===== src/rtl/division_if.sv =====
// Handshake and data bundle between the control FSM (master) and the
// multicycle divider (slave).
//  master: drives workDiv, lhs, rhs; observes results and status
//  slave : consumes start/operands; drives lo, hi, endDiv, divZero, busy,
//          DivCounter
interface division_if #(
  parameter int unsigned WIDTH = 32,
  parameter int unsigned CNT_W = 6
);
  logic             workDiv;
  logic [WIDTH-1:0] lhs;
  logic [WIDTH-1:0] rhs;
  logic [WIDTH-1:0] lo;
  logic [WIDTH-1:0] hi;
  logic             endDiv;
  logic             divZero;
  logic             busy;
  logic [CNT_W-1:0] DivCounter;

  modport master (
    output workDiv, lhs, rhs,
    input  lo, hi, endDiv, divZero, busy, DivCounter
  );

  modport slave (
    input  workDiv, lhs, rhs,
    output lo, hi, endDiv, divZero, busy, DivCounter
  );
endinterface


===== src/rtl/division.sv =====
// Multicycle signed divider (MIPS div), restoring shift-subtract, one
// quotient bit per clock. Quotient goes to lo, remainder to hi.
//  Clk   : clock, rising edge
//  reset : asynchronous, active-low reset
//  bus   : division_if.slave (workDiv/lhs/rhs in; lo/hi/endDiv/divZero/
//          busy/DivCounter out, all registered)
module division #(
  parameter int unsigned WIDTH = 32,
  parameter int unsigned CNT_W = 6
) (
  input  logic      Clk,
  input  logic      reset,
  division_if.slave bus
);

  localparam int unsigned EXT_W = WIDTH + 1;

  typedef enum logic [1:0] {
    S_IDLE = 2'd0,
    S_RUN  = 2'd1,
    S_FIX  = 2'd2,
    S_DONE = 2'd3
  } state_t;

  state_t           r_state;
  logic [WIDTH-1:0] r_dvd;    // dividend magnitude, shifted out MSB first
  logic [EXT_W-1:0] r_dsr;    // divisor magnitude; 33 bits so |0x80000000| fits
  logic [WIDTH-1:0] r_rem;    // partial remainder, always < divisor
  logic [WIDTH-1:0] r_quo;    // quotient magnitude
  logic             r_qneg;
  logic             r_rneg;
  logic [WIDTH-1:0] r_lo;
  logic [WIDTH-1:0] r_hi;
  logic             r_end;
  logic             r_dz;
  logic             r_busy;
  logic [CNT_W-1:0] r_cnt;

  logic [EXT_W-1:0] w_rem_sh;
  logic             w_ge;
  logic             w_rhs_zero;
  logic [WIDTH-1:0] w_lhs_mag;
  logic [EXT_W-1:0] w_rhs_mag;
  logic [WIDTH-1:0] w_lo_fix;
  logic [WIDTH-1:0] w_hi_fix;

  // One restoring step: bring in next dividend bit, trial-compare.
  assign w_rem_sh   = {r_rem, r_dvd[WIDTH-1]};
  assign w_ge       = (w_rem_sh >= r_dsr);

  // Operand magnitudes; divisor negated in 33 bits to cover 0x80000000.
  assign w_rhs_zero = (bus.rhs == '0);
  assign w_lhs_mag  = bus.lhs[WIDTH-1] ? (~bus.lhs + WIDTH'(1)) : bus.lhs;
  assign w_rhs_mag  = bus.rhs[WIDTH-1] ? (~{1'b1, bus.rhs} + EXT_W'(1))
                                       : {1'b0, bus.rhs};

  // Sign restore: quotient truncates toward zero, remainder follows dividend.
  assign w_lo_fix   = r_qneg ? (~r_quo + WIDTH'(1)) : r_quo;
  assign w_hi_fix   = r_rneg ? (~r_rem + WIDTH'(1)) : r_rem;

  // Control FSM and datapath registers.
  always_ff @(posedge Clk or negedge reset) begin
    if (!reset) begin
      r_state <= S_IDLE;
      r_dvd   <= '0;
      r_dsr   <= '0;
      r_rem   <= '0;
      r_quo   <= '0;
      r_qneg  <= 1'b0;
      r_rneg  <= 1'b0;
      r_lo    <= '0;
      r_hi    <= '0;
      r_end   <= 1'b0;
      r_dz    <= 1'b0;
      r_busy  <= 1'b0;
      r_cnt   <= '0;
    end else begin
      case (r_state)
        S_IDLE: begin
          if (bus.workDiv) begin
            r_dvd  <= w_lhs_mag;
            r_dsr  <= w_rhs_mag;
            r_rem  <= '0;
            r_quo  <= '0;
            r_qneg <= bus.lhs[WIDTH-1] ^ bus.rhs[WIDTH-1];
            r_rneg <= bus.lhs[WIDTH-1];
            r_cnt  <= '0;
            r_busy <= 1'b1;
            r_dz   <= w_rhs_zero;
            r_state <= w_rhs_zero ? S_DONE : S_RUN;
          end
        end

        S_RUN: begin
          r_rem <= w_ge ? WIDTH'(w_rem_sh - r_dsr) : WIDTH'(w_rem_sh);
          r_quo <= {r_quo[WIDTH-2:0], w_ge};
          r_dvd <= {r_dvd[WIDTH-2:0], 1'b0};
          r_cnt <= r_cnt + CNT_W'(1);
          if (r_cnt == CNT_W'(WIDTH - 1)) begin
            r_state <= S_FIX;
          end
        end

        S_FIX: begin
          r_lo    <= w_lo_fix;
          r_hi    <= w_hi_fix;
          r_end   <= 1'b1;
          r_state <= S_DONE;
        end

        S_DONE: begin
          // Entered from FIX with endDiv already raised; the divide-by-zero
          // path arrives with it low and spends one extra cycle raising it.
          if (r_end) begin
            r_end   <= 1'b0;
            r_busy  <= 1'b0;
            r_state <= S_IDLE;
          end else begin
            r_end <= 1'b1;
          end
        end

        default: r_state <= S_IDLE;
      endcase
    end
  end

  assign bus.lo         = r_lo;
  assign bus.hi         = r_hi;
  assign bus.endDiv     = r_end;
  assign bus.divZero    = r_dz;
  assign bus.busy       = r_busy;
  assign bus.DivCounter = r_cnt;

endmodule


===== src/flat_wrapper.sv =====
// flat-port wrapper written by rule: the top's interface ports become plain ports
module division_flat 
#(
  parameter int unsigned WIDTH = 32,
  parameter int unsigned CNT_W = 6
)
  (Clk, reset, bus_workDiv, bus_lhs, bus_rhs, bus_lo, bus_hi, bus_endDiv, bus_divZero, bus_busy, bus_DivCounter);
  division_if #(.WIDTH(WIDTH), .CNT_W(CNT_W)) bus_i ();
  input  logic Clk;
  input  logic reset;
  input wire logic [$bits(bus_i.workDiv)-1:0] bus_workDiv;
  input wire logic [$bits(bus_i.lhs)-1:0] bus_lhs;
  input wire logic [$bits(bus_i.rhs)-1:0] bus_rhs;
  output wire logic [$bits(bus_i.lo)-1:0] bus_lo;
  output wire logic [$bits(bus_i.hi)-1:0] bus_hi;
  output wire logic [$bits(bus_i.endDiv)-1:0] bus_endDiv;
  output wire logic [$bits(bus_i.divZero)-1:0] bus_divZero;
  output wire logic [$bits(bus_i.busy)-1:0] bus_busy;
  output wire logic [$bits(bus_i.DivCounter)-1:0] bus_DivCounter;
  assign bus_i.workDiv = bus_workDiv;
  assign bus_i.lhs = bus_lhs;
  assign bus_i.rhs = bus_rhs;
  assign bus_lo = bus_i.lo;
  assign bus_hi = bus_i.hi;
  assign bus_endDiv = bus_i.endDiv;
  assign bus_divZero = bus_i.divZero;
  assign bus_busy = bus_i.busy;
  assign bus_DivCounter = bus_i.DivCounter;
  division #(.WIDTH(WIDTH), .CNT_W(CNT_W)) u_core (.Clk(Clk), .reset(reset), .bus(bus_i));
endmodule

===== config.mk =====
export PLATFORM = sky130hd
export DESIGN_NAME = division_flat
export DESIGN_NICKNAME = d
export VERILOG_FILES = /design/src/rtl/division_if.sv /design/src/rtl/division.sv /design/src/flat_wrapper.sv
export SDC_FILE = /design/constraint.sdc
export NUM_CORES = 1
export LEC_CHECK = 0
export ABC_AREA = 0
export CAP_MARGIN = 20
export CORE_MARGIN = 2
export CORE_UTILIZATION = 53
export CTS_BUF_LIST = sky130_fd_sc_hd__clkbuf_4 sky130_fd_sc_hd__clkbuf_8
export DETAILED_ROUTE_END_ITERATION = 10
export PLACE_DENSITY = 0.83
export SKIP_CTS_REPAIR_TIMING = 1
export SYNTH_ARGS = -nofsm -noshare
export SYNTH_HDL_FRONTEND = slang
export SYNTH_SLANG_ARGS = --single-unit
export TNS_END_PERCENT = 1

===== constraint.sdc =====
create_clock -name Clk -period 3.4 [get_ports Clk]
set_input_delay 0.51 -clock Clk [delete_from_list [all_inputs] [get_ports Clk]]
set_output_delay 0.51 -clock Clk [all_outputs]
set_load 0.02 [all_outputs]

==> impl_metrics.yaml, run 1 <==
sta:
  maxSlewViolCount: 0
  relSlewSlack: 0.317
  fin_crit_ps: 3400
  postLayoutSetupSlackWorst_ps: 4.03
  clock_skew_ps: 23.0
  tns_ps: 0
  tightest_slew_ps: 1020
  fmax_ghz: 0.294
  setup_viol: 0
  hold_viol: 0
  fin_crit_sh: 0.999
  grt_setup_unrepaired: "yes"
floorplanning:
  std_cell_rows: 56
  die_x_um: 157
  fp.dieH_um: 157
  start_util: 0.534
  io_pins: 140
  die_area_um2: 24700
  core_area_um2: 23300
detailed_routing:
  routed_wl_um: 30900
  num_vias: 11000
  ant_nets: 0
  routed_via_density: 5.81
  wl_per_cell_um: 16.4
  first_iter_violations: 712
  firstDrtPassIters: 5
  drc_errors: 0
synthesis:
  ys.flop_type: "dfrtp_1"
  synth_xor_xnor_area_share: 0.0987
  ys_warn_count: 0
  syn_area_um2: 12400
  netlist_instances: 1384
  synth_edf_count: 0
  syn_nets: 1494
  synth.area.top_cells: "dfrtp_1 41%, xor2_1 8.3%, o21ai_0 5.5%"
  synth_fa_ha_area_frac: 0.0439
  synthDistinctLibCells: 58
  ys_async_sr_fraction: 1.00
  yosysTopAreaCell: "dfrtp_1"
  synth_top_family_by_area: "compound AO/OA/AOI/OAI gates"
  ys_seq_area_frac: 0.415
  syn_area_per_cell_um2: 8.98
  synth-simple-area-share: 0.152
  synth-seq-cells: 206
  synthMuxAreaShare: 0.0297
  synthTopCellsByCount: "206 x dfrtp_1, 137 x o21ai_0, 121 x nand2_1"
  synth_most_common_cell: "dfrtp_1"
  yosysTopAreaCellShare: 0.415
  synth_compound_area_frac: 0.221
power:
  p_leak_uw: 0.00678
  vdd_drop_max_mv: 0.554
  seq_power_share: 0.264
  p_int_uw: 9190
  power_frac_clock: 0.145
  combPwrFrac: 0.591
  netSwitchingFraction: 0.452
  p_sw_uw: 7580
  p_per_area_nw_per_um2: 1100
critical_path:
  worstPathArrival_ps: 3780
  critPathMaxFanout: 5
  slowest_stage: "or4_4"
  crit_chain: "or4_4, or4_4, or4_4, or4_4, or3_4, o31ai_2, xor2_1, a21oi_1"
  required_ps: 3780
  cp_common_cell: "or4_4"
  worst_setup_path_start_kind: "flop"
  end_kind: "flop"
  critical_path_class: "flop to flop"
  slowest_delay_ps: 550
clocking:
  clk_pin_slew_ps: 60
  cts_tree: "done"
  cts_root_buf: "clkbuf_8"
  clock-sinks: 206
  clockBufferDepth: 3
  clkLatencyLatePin_ps: 540
  htree_levels: 2
  numCtsBuffers: 35
flow_run:
  drv_cap: 0
global_routing:
  met2_usage: 0.404
  grt-ovfl-total: 0
  grt_pass1_vias: 10300
  grt_usage: 0.249
  antenna_found_initial: 0
  grt_max_degree: 78
  busiest_layer: "met2"
  grt_pass1_wl_um: 50200
  gr-usage-met3: 0.0377
  use_met1: 0.349
place:
  place_area_um2: 14500
  dp_hpwl_um: 22600
  place.gp.congestion: 0.946
  port_buffers: 139
  pre_cts_slack_ps: -353
finish:
  drive_above_1_share: 0.0989
  fill_cells: 1886
  synthToLayoutAreaGrowth_pct: 23.0
  n_antenna_cell: 0
  finalNetCount: 1654
  fin_util: 0.657
  fin_area_um2: 15300
worst_hold_path:
  min-delay-path-class: "input pin to async pin"
run_status:
  outcome: "completed"
## flip-flops by register name, indices dropped and copies added (netlist names)
name                   flops
u_core.bus.hi             32
u_core.r_quo              32
u_core.r_rneg              1
u_core.r_state             2
u_core.bus.busy            1
u_core.r_dsr              33
u_core.r_dvd              32
u_core.bus.endDiv          1
u_core.r_qneg              1
u_core.bus.divZero         1
u_core.r_rem              32
u_core.bus.lo             32
u_core.bus.DivCounter      6
## layout make-up
| type | instances | area (um^2) | area share |
|---|---|---|---|
| Tap cell | 319 | 399 | 0.0261 |
| Clock inverter | 10 | 116 | 0.00761 |
| Sequential cell | 206 | 5150 | 0.337 |
| Multi-Input combinational cell | 1047 | 6840 | 0.447 |
| Inverter | 54 | 203 | 0.0133 |
| Timing Repair Buffer | 200 | 1920 | 0.125 |
| Clock buffer | 50 | 657 | 0.0430 |
## power by group through the flow
stage / Combinational (uW) / Clock (uW) / Sequential [uW]
6_report: 9910 / 2440 / 4430
5_1_grt: 10900 / 2570 / 4540
4_1_cts: 9820 / 2470 / 4400
3_5_place_dp: 9740 / 0 / 4430
3_3_place_gp: 9420 / 0 / 4380
2_1_floorplan: 6180 / 0 / 4660
## metal layers
layer / share of wire / wire (um)
met2: 0.47 / 14500
met5: 0 / 0
met4: 0.020 / 629
met3: 0.064 / 1970
met1: 0.45 / 13800
## logic make-up after synthesis
family,count (synthesis)
multiplexers,36
AND/OR/NAND/NOR,394
adder cells (fa/ha/maj),43
AO/OA/AOI/OAI,434
buffers and inverters,131
XOR/XNOR,140
flip-flops,206
## layout by cell type (no fill, tap or decap), drive strengths merged, types with 7 or more instances in the layout
| cell type | instances |
|---|---|
| or3 | 28 |
| a22oi | 19 |
| ha | 42 |
| or4 | 19 |
| buf | 61 |
| o21ai | 137 |
| xnor2 | 22 |
| xor2 | 118 |
| a31oi | 11 |
| a211oi | 12 |
| a22o | 31 |
| o21a | 7 |
| mux2 | 7 |
| inv | 57 |
| o31ai | 36 |
| nand4 | 8 |
| nor2b | 9 |
| clkbuf | 51 |
| a21oi | 106 |
| nand3 | 24 |
| o22ai | 13 |
| or2 | 7 |
| nor3 | 18 |
| mux2i | 29 |
| clkdlybuf4s50 | 138 |
| nand2b | 12 |
| o41ai | 15 |
| dfrtp | 206 |
| nor4 | 14 |
| nand2 | 121 |
| a21o | 12 |
| nor2 | 114 |
## stage by stage
step,instances,hold slack [ps],power [uW]
3_3_place_gp,1826,462,13800
6_report,1886,6.52,16800
5_1_grt,1886,46.0,18000
2_1_floorplan,1384,214,10800
4_1_cts,1886,12.9,16700
3_5_place_dp,1826,471,14200
## critical path, delay by kind of cell (launching register included)
kind / cells / cell delay [ps]
simple gates: 5 / 2400
flops: 1 / 380
compound gates: 2 / 300
xor+xnor: 1 / 190
## worst paths after layout
check	cells after the start	slack (ps)	start	end
max reg2reg	8	4	u_core.r_rem[6]$_DFFE_PN0P_	u_core.bus.hi[29]$_DFFE_PN0P_
min reg2reg	2	480	u_core.r_dsr[16]$_DFFE_PN0P_	u_core.r_dsr[16]$_DFFE_PN0P_
max in group asynchronous	2	2510	reset	u_core.bus.hi[23]$_DFFE_PN0P_
min in group Clk	2	480	u_core.r_dsr[16]$_DFFE_PN0P_	u_core.r_dsr[16]$_DFFE_PN0P_
max	8	4	u_core.r_rem[6]$_DFFE_PN0P_	u_core.bus.hi[29]$_DFFE_PN0P_
min	1	7	reset	u_core.bus.hi[3]$_DFFE_PN0P_
(Power assumes the default switching activity.)
==> run 2: changes to the inputs <==
Settings changed: CORE_ASPECT_RATIO set to 0.6, CTS_CLUSTER_DIAMETER set to 60, SKIP_LAST_GASP set to 1.
==> run 2 against run 1 <==
Clock power down 7%. Register-to-register slack improved by 20 ps. Utilization up 0.84 points. Count of clock-buffer cells in the layout is the same. Via count up 2.3%. Design area grew 0.49%. Highest routed layer unchanged.
==> impl_metrics.yaml, run 2 (same netlist as run 1, synthesis figures left out) <==
global_routing:
  grt_pass1_vias: 10300
  grt-ovfl-total: 0
  antenna_found_initial: 0
  grt_max_degree: 78
  grt_usage: 0.274
  grt_pass1_wl_um: 54200
floorplanning:
  die_x_um: 202
  std_cell_rows: 43
  io_pins: 140
  fp.dieH_um: 123
  core_area_um2: 23100
  start_util: 0.538
  die_area_um2: 24700
detailed_routing:
  drc_errors: 0
  routed_via_density: 5.91
  first_iter_violations: 926
  ant_nets: 0
  wl_per_cell_um: 17.9
  routed_wl_um: 33900
  firstDrtPassIters: 5
  num_vias: 11200
power:
  vdd_drop_max_mv: 0.410
  p_per_area_nw_per_um2: 1120
  p_leak_uw: 0.00684
clocking:
  htree_levels: 2
  cts_tree: "done"
  cts_root_buf: "clkbuf_8"
  clock-sinks: 206
  clk_pin_slew_ps: 60
  numCtsBuffers: 34
  clockBufferDepth: 3
  clkLatencyLatePin_ps: 540
critical_path:
  regToRegStartpoint: "u_core.r_rem[6]$_DFFE_PN0P_"
  cp_common_cell: "or4_4"
  slowest_stage: "or4_4"
  slowest_delay_ps: 560
  crit_chain: "or4_4, or4_4, or4_1, or4_4, or3_4, o31ai_4, xor2_1, a21oi_1"
  startpoint: "u_core.r_rem[6]$_DFFE_PN0P_"
  worst_setup_path_start_kind: "flop"
  required_ps: 3810
  critical_path_class: "flop to flop"
  critPathMaxFanout: 5
  worstPathArrival_ps: 3790
  end_kind: "flop"
sta:
  hold_viol: 0
  fmax_ghz: 0.296
  grt_setup_unrepaired: "yes"
  maxSlewViolCount: 0
  whs_ps: 475
  relSlewSlack: 0.270
  fin_crit_ps: 3380
  setup_viol: 0
  tightest_slew_ps: 1100
  fin_crit_sh: 0.994
  clock_skew_ps: 25.6
finish:
  mostFrequentLayoutCell: "dfrtp_1"
  finalNetCount: 1670
  largest-register: "u_core.r_dsr"
  fin_util: 0.665
  largest_register_ffs: 33
  final_cells: 1897
  synthToLayoutAreaGrowth_pct: 23.6
  most-common-layout-cells: "206 x dfrtp_1, 138 x clkdlybuf4s50_1, 137 x o21ai_0"
  n_antenna_cell: 0
  drive_above_1_share: 0.106
place:
  place.gp.congestion: 0.934
  port_buffers: 139
  dp_hpwl_um: 25300
  placed_cells: 1837
run_status:
  outcome: "completed"
flow_run:
  drv_cap: 0
worst_hold_path:
  min-delay-path-class: "flop to flop"
  min_from: "u_core.r_dsr[6]$_DFFE_PN0P_"
==> run 2: area by class of cell <==
class	instances	area [um^2]
multi-input cells	1047	6830
clock inverters	8	55.1
inverters	54	203
clock buffers	50	657
flip-flops and latches	206	5150
well taps	315	394
fillers	1821	7720
repair buffers	217	2060
==> run 2: power breakdown <==
part / internal, uW / leakage (uW) / switching, uW
logic: 4370 / 0.00391 / 6060
registers: 3500 / 0.00256 / 924
clock network: 1250 / 0.000373 / 1030
==> run 2: through the flow <==
| stage | instance area (um^2) | total power (uW) | setup slack, ps | TNS (ps) |
|---|---|---|---|---|
| 6_report | 15400 | 17100 | 20.8 | 0 |
| 5_1_grt | 15400 | 18400 | -86.5 | -310 |
| 4_1_cts | 15300 | 16900 | 28.2 | 0 |
| 3_5_place_dp | 14600 | 14600 | -399 | -1370 |
| 3_3_place_gp | 14600 | 14300 | -345 | -1110 |
| 2_1_floorplan | 12400 | 10800 | 130 | 0 |
==> run 2: routing by layer <==
metal / track usage / part of all wire
met1: 0.441 / 0.51
met2: 0.355 / 0.38
met3: 0.0815 / 0.10
met4: 0.0561 / 0.012
met5: 0 / 0
==> run 2: final timing paths <==
kind,cells after the start,endpoint,slack (ps)
worst max-delay path,8,u_core.bus.hi[27]$_DFFE_PN0P_,20
worst min-delay path,2,u_core.r_dsr[6]$_DFFE_PN0P_,480
worst max register to register,8,u_core.bus.hi[27]$_DFFE_PN0P_,20
worst min register to register,2,u_core.r_dsr[6]$_DFFE_PN0P_,480
max in group asynchronous,3,u_core.bus.lo[10]$_DFFE_PN0P_,2050
min in group asynchronous,2,u_core.bus.hi[8]$_DFFE_PN0P_,530
==> run 2: worst max-delay path, delay by kind of cell (launching register included) <==
kind            cells  cell delay (ps)
simple gates        5             2370
xor+xnor            1              200
compound gates      2              300
flops               1              370
==> run 3: changes to the inputs <==
Settings changed: CORE_UTILIZATION 53 to 55, PLACE_DENSITY 0.83 to 0.82.
Clock period 3.4 ns to 3.2 ns, I/O delays scaled along.
==> run 3 against run 2 <==
The run now ends with setup timing left. Sequential power increased by 5.4%. Via count grew 2.7%. First-iteration DRC count is 12% higher. Die area shrank 3.5%. Final cell count rose by 3.0%. Wire length increased by 1.7%. Clock power about the same. Sequential share of layout area shrank 0.95 points. Power increased by 8.6%. Worst setup slack got worse by 150 ps. Combinational power up 12%. Register-to-register slack worse by 150 ps.
==> impl_metrics.yaml, run 3 (same netlist as run 1, synthesis figures left out) <==
power:
  p_per_area_nw_per_um2: 1180
  p_leak_uw: 0.00714
  vdd_drop_max_mv: 0.503
  fin_total_pwr_uw: 18600
critical_path:
  critical_path_class: "flop to flop"
  required_ps: 3670
  critPathMaxFanout: 5
  ff2ff_path_depth: 8
  end_kind: "flop"
  worstPathArrival_ps: 3800
  worst_setup_path_start_kind: "flop"
sta:
  postLayoutSetupSlackWorst_ps: -133
  relSlewSlack: 0.241
  tns_ps: -510
  tightest_slew_ps: 1140
  clock_skew_ps: 24.9
  fin_crit_sh: 1.04
  maxSlewViolCount: 0
  fin_crit_ps: 3330
  hold_viol: 0
  grt_setup_unrepaired: "yes"
  fmax_ghz: 0.300
  setup_viol: 7
worst_hold_path:
  min-delay-path-class: "flop to flop"
  worstHoldPathCells: 2
finish:
  drive_above_1_share: 0.142
  synthToLayoutAreaGrowth_pct: 27.2
  largest_register_ffs: 33
  most-common-layout-cells: "206 x dfrtp_1, 142 x buf_4, 138 x clkdlybuf4s50_1"
  n_antenna_cell: 0
  mostFrequentLayoutCell: "dfrtp_1"
  largest-register: "u_core.r_dsr"
  finalNetCount: 1735
  fin_area_um2: 15800
detailed_routing:
  firstDrtPassIters: 7
  num_vias: 11500
  routed_wl_um: 34500
  ant_nets: 0
  wl_per_cell_um: 17.6
  drc_errors: 0
  first_iter_violations: 1036
  routed_via_density: 5.89
clocking:
  clkLatencyLatePin_ps: 590
  htree_levels: 1
  numCtsBuffers: 30
  cts_root_buf: "clkbuf_8"
  clk_pin_slew_ps: 70
  clock-sinks: 206
  clockBufferDepth: 3
  cts_tree: "done"
floorplanning:
  die_x_um: 198
  die_area_um2: 23800
  std_cell_rows: 42
  start_util: 0.562
  io_pins: 140
  fp.dieH_um: 120
  core_area_um2: 22100
global_routing:
  grt_pass1_wl_um: 55200
  grt_usage: 0.291
  grt_max_degree: 95
  antenna_found_initial: 0
  grt-ovfl-total: 0
  grt_pass1_vias: 10400
flow_run:
  drv_cap: 0
place:
  dp_hpwl_um: 25900
  port_buffers: 139
  place.gp.congestion: 0.943
  place_area_um2: 15100
run_status:
  outcome: "finished with violations"
  violations: "setup timing"
run 3: changes by cell type in the layout (fill, tap and decap cells not counted), sizes merged:
cell	delta
buf	+69
clkinvlp	-2
inv	-2
bufinv	+1
clkbuf	-1
clkinv	-1
run 3: critical path, stage by stage (launching register included):
cell     delay, ps
dfrtp_1        380
or4_4          530
or4_4          490
or4_4          430
or4_4          450
or3_4          410
o31ai_4        190
xor2_1         220
a21oi_1        100
run 3: final timing paths:
| path | from | to | slack [ps] |
|---|---|---|---|
| worst max-delay path | u_core.r_rem[6]$_DFFE_PN0P_ | u_core.bus.hi[27]$_DFFE_PN0P_ | -130 |
| worst min-delay path | u_core.r_dsr[24]$_DFFE_PN0P_ | u_core.r_dsr[24]$_DFFE_PN0P_ | 480 |
| worst max register to register | u_core.r_rem[6]$_DFFE_PN0P_ | u_core.bus.hi[27]$_DFFE_PN0P_ | -130 |
| worst min register to register | u_core.r_dsr[24]$_DFFE_PN0P_ | u_core.r_dsr[24]$_DFFE_PN0P_ | 480 |
| max in group asynchronous | reset | u_core.bus.hi[14]$_DFFE_PN0P_ | 1860 |
| min in group asynchronous | reset | u_core.bus.hi[5]$_DFFE_PN0P_ | 500 |
run 3: power by group:
group	internal, uW	total (uW)	switching, uW
registers	3710	4660	943
clock network	1270	2310	1030
logic	5100	11600	6550
total	10100	18600	8520
run 3: layout make-up:
cell class,instances,area [um^2]
Multi-Input combinational cell,1047,6850
Fill cell,1723,6320
Sequential cell,206,5150
Timing Repair Buffer,286,2550
Clock buffer,49,606
Tap cell,308,385
Inverter,54,203
Clock inverter,4,56.3
run 3: through the flow:
| stage | utilization | hold WS [ps] | setup WS, ps | std cells |
|---|---|---|---|---|
| floorplan | - | 184 | -70.0 | 1384 |
| global placement | 0.682 | 461 | -538 | 1898 |
| detailed placement | 0.682 | 470 | -621 | 1898 |
| CTS | 0.712 | -42.2 | -140 | 1951 |
| global route | 0.714 | 510 | -185 | 1954 |
| finish | 0.714 | 483 | -133 | 1954 |
run 3: layer usage:
metal  up-vias  wire [um]  global-route usage
li1       5478          -                   -
met1      5510      17300               0.481
met2       483      13300               0.385
met3        44       3350              0.0616
met4         0        490              0.0484
met5         -          0                   0
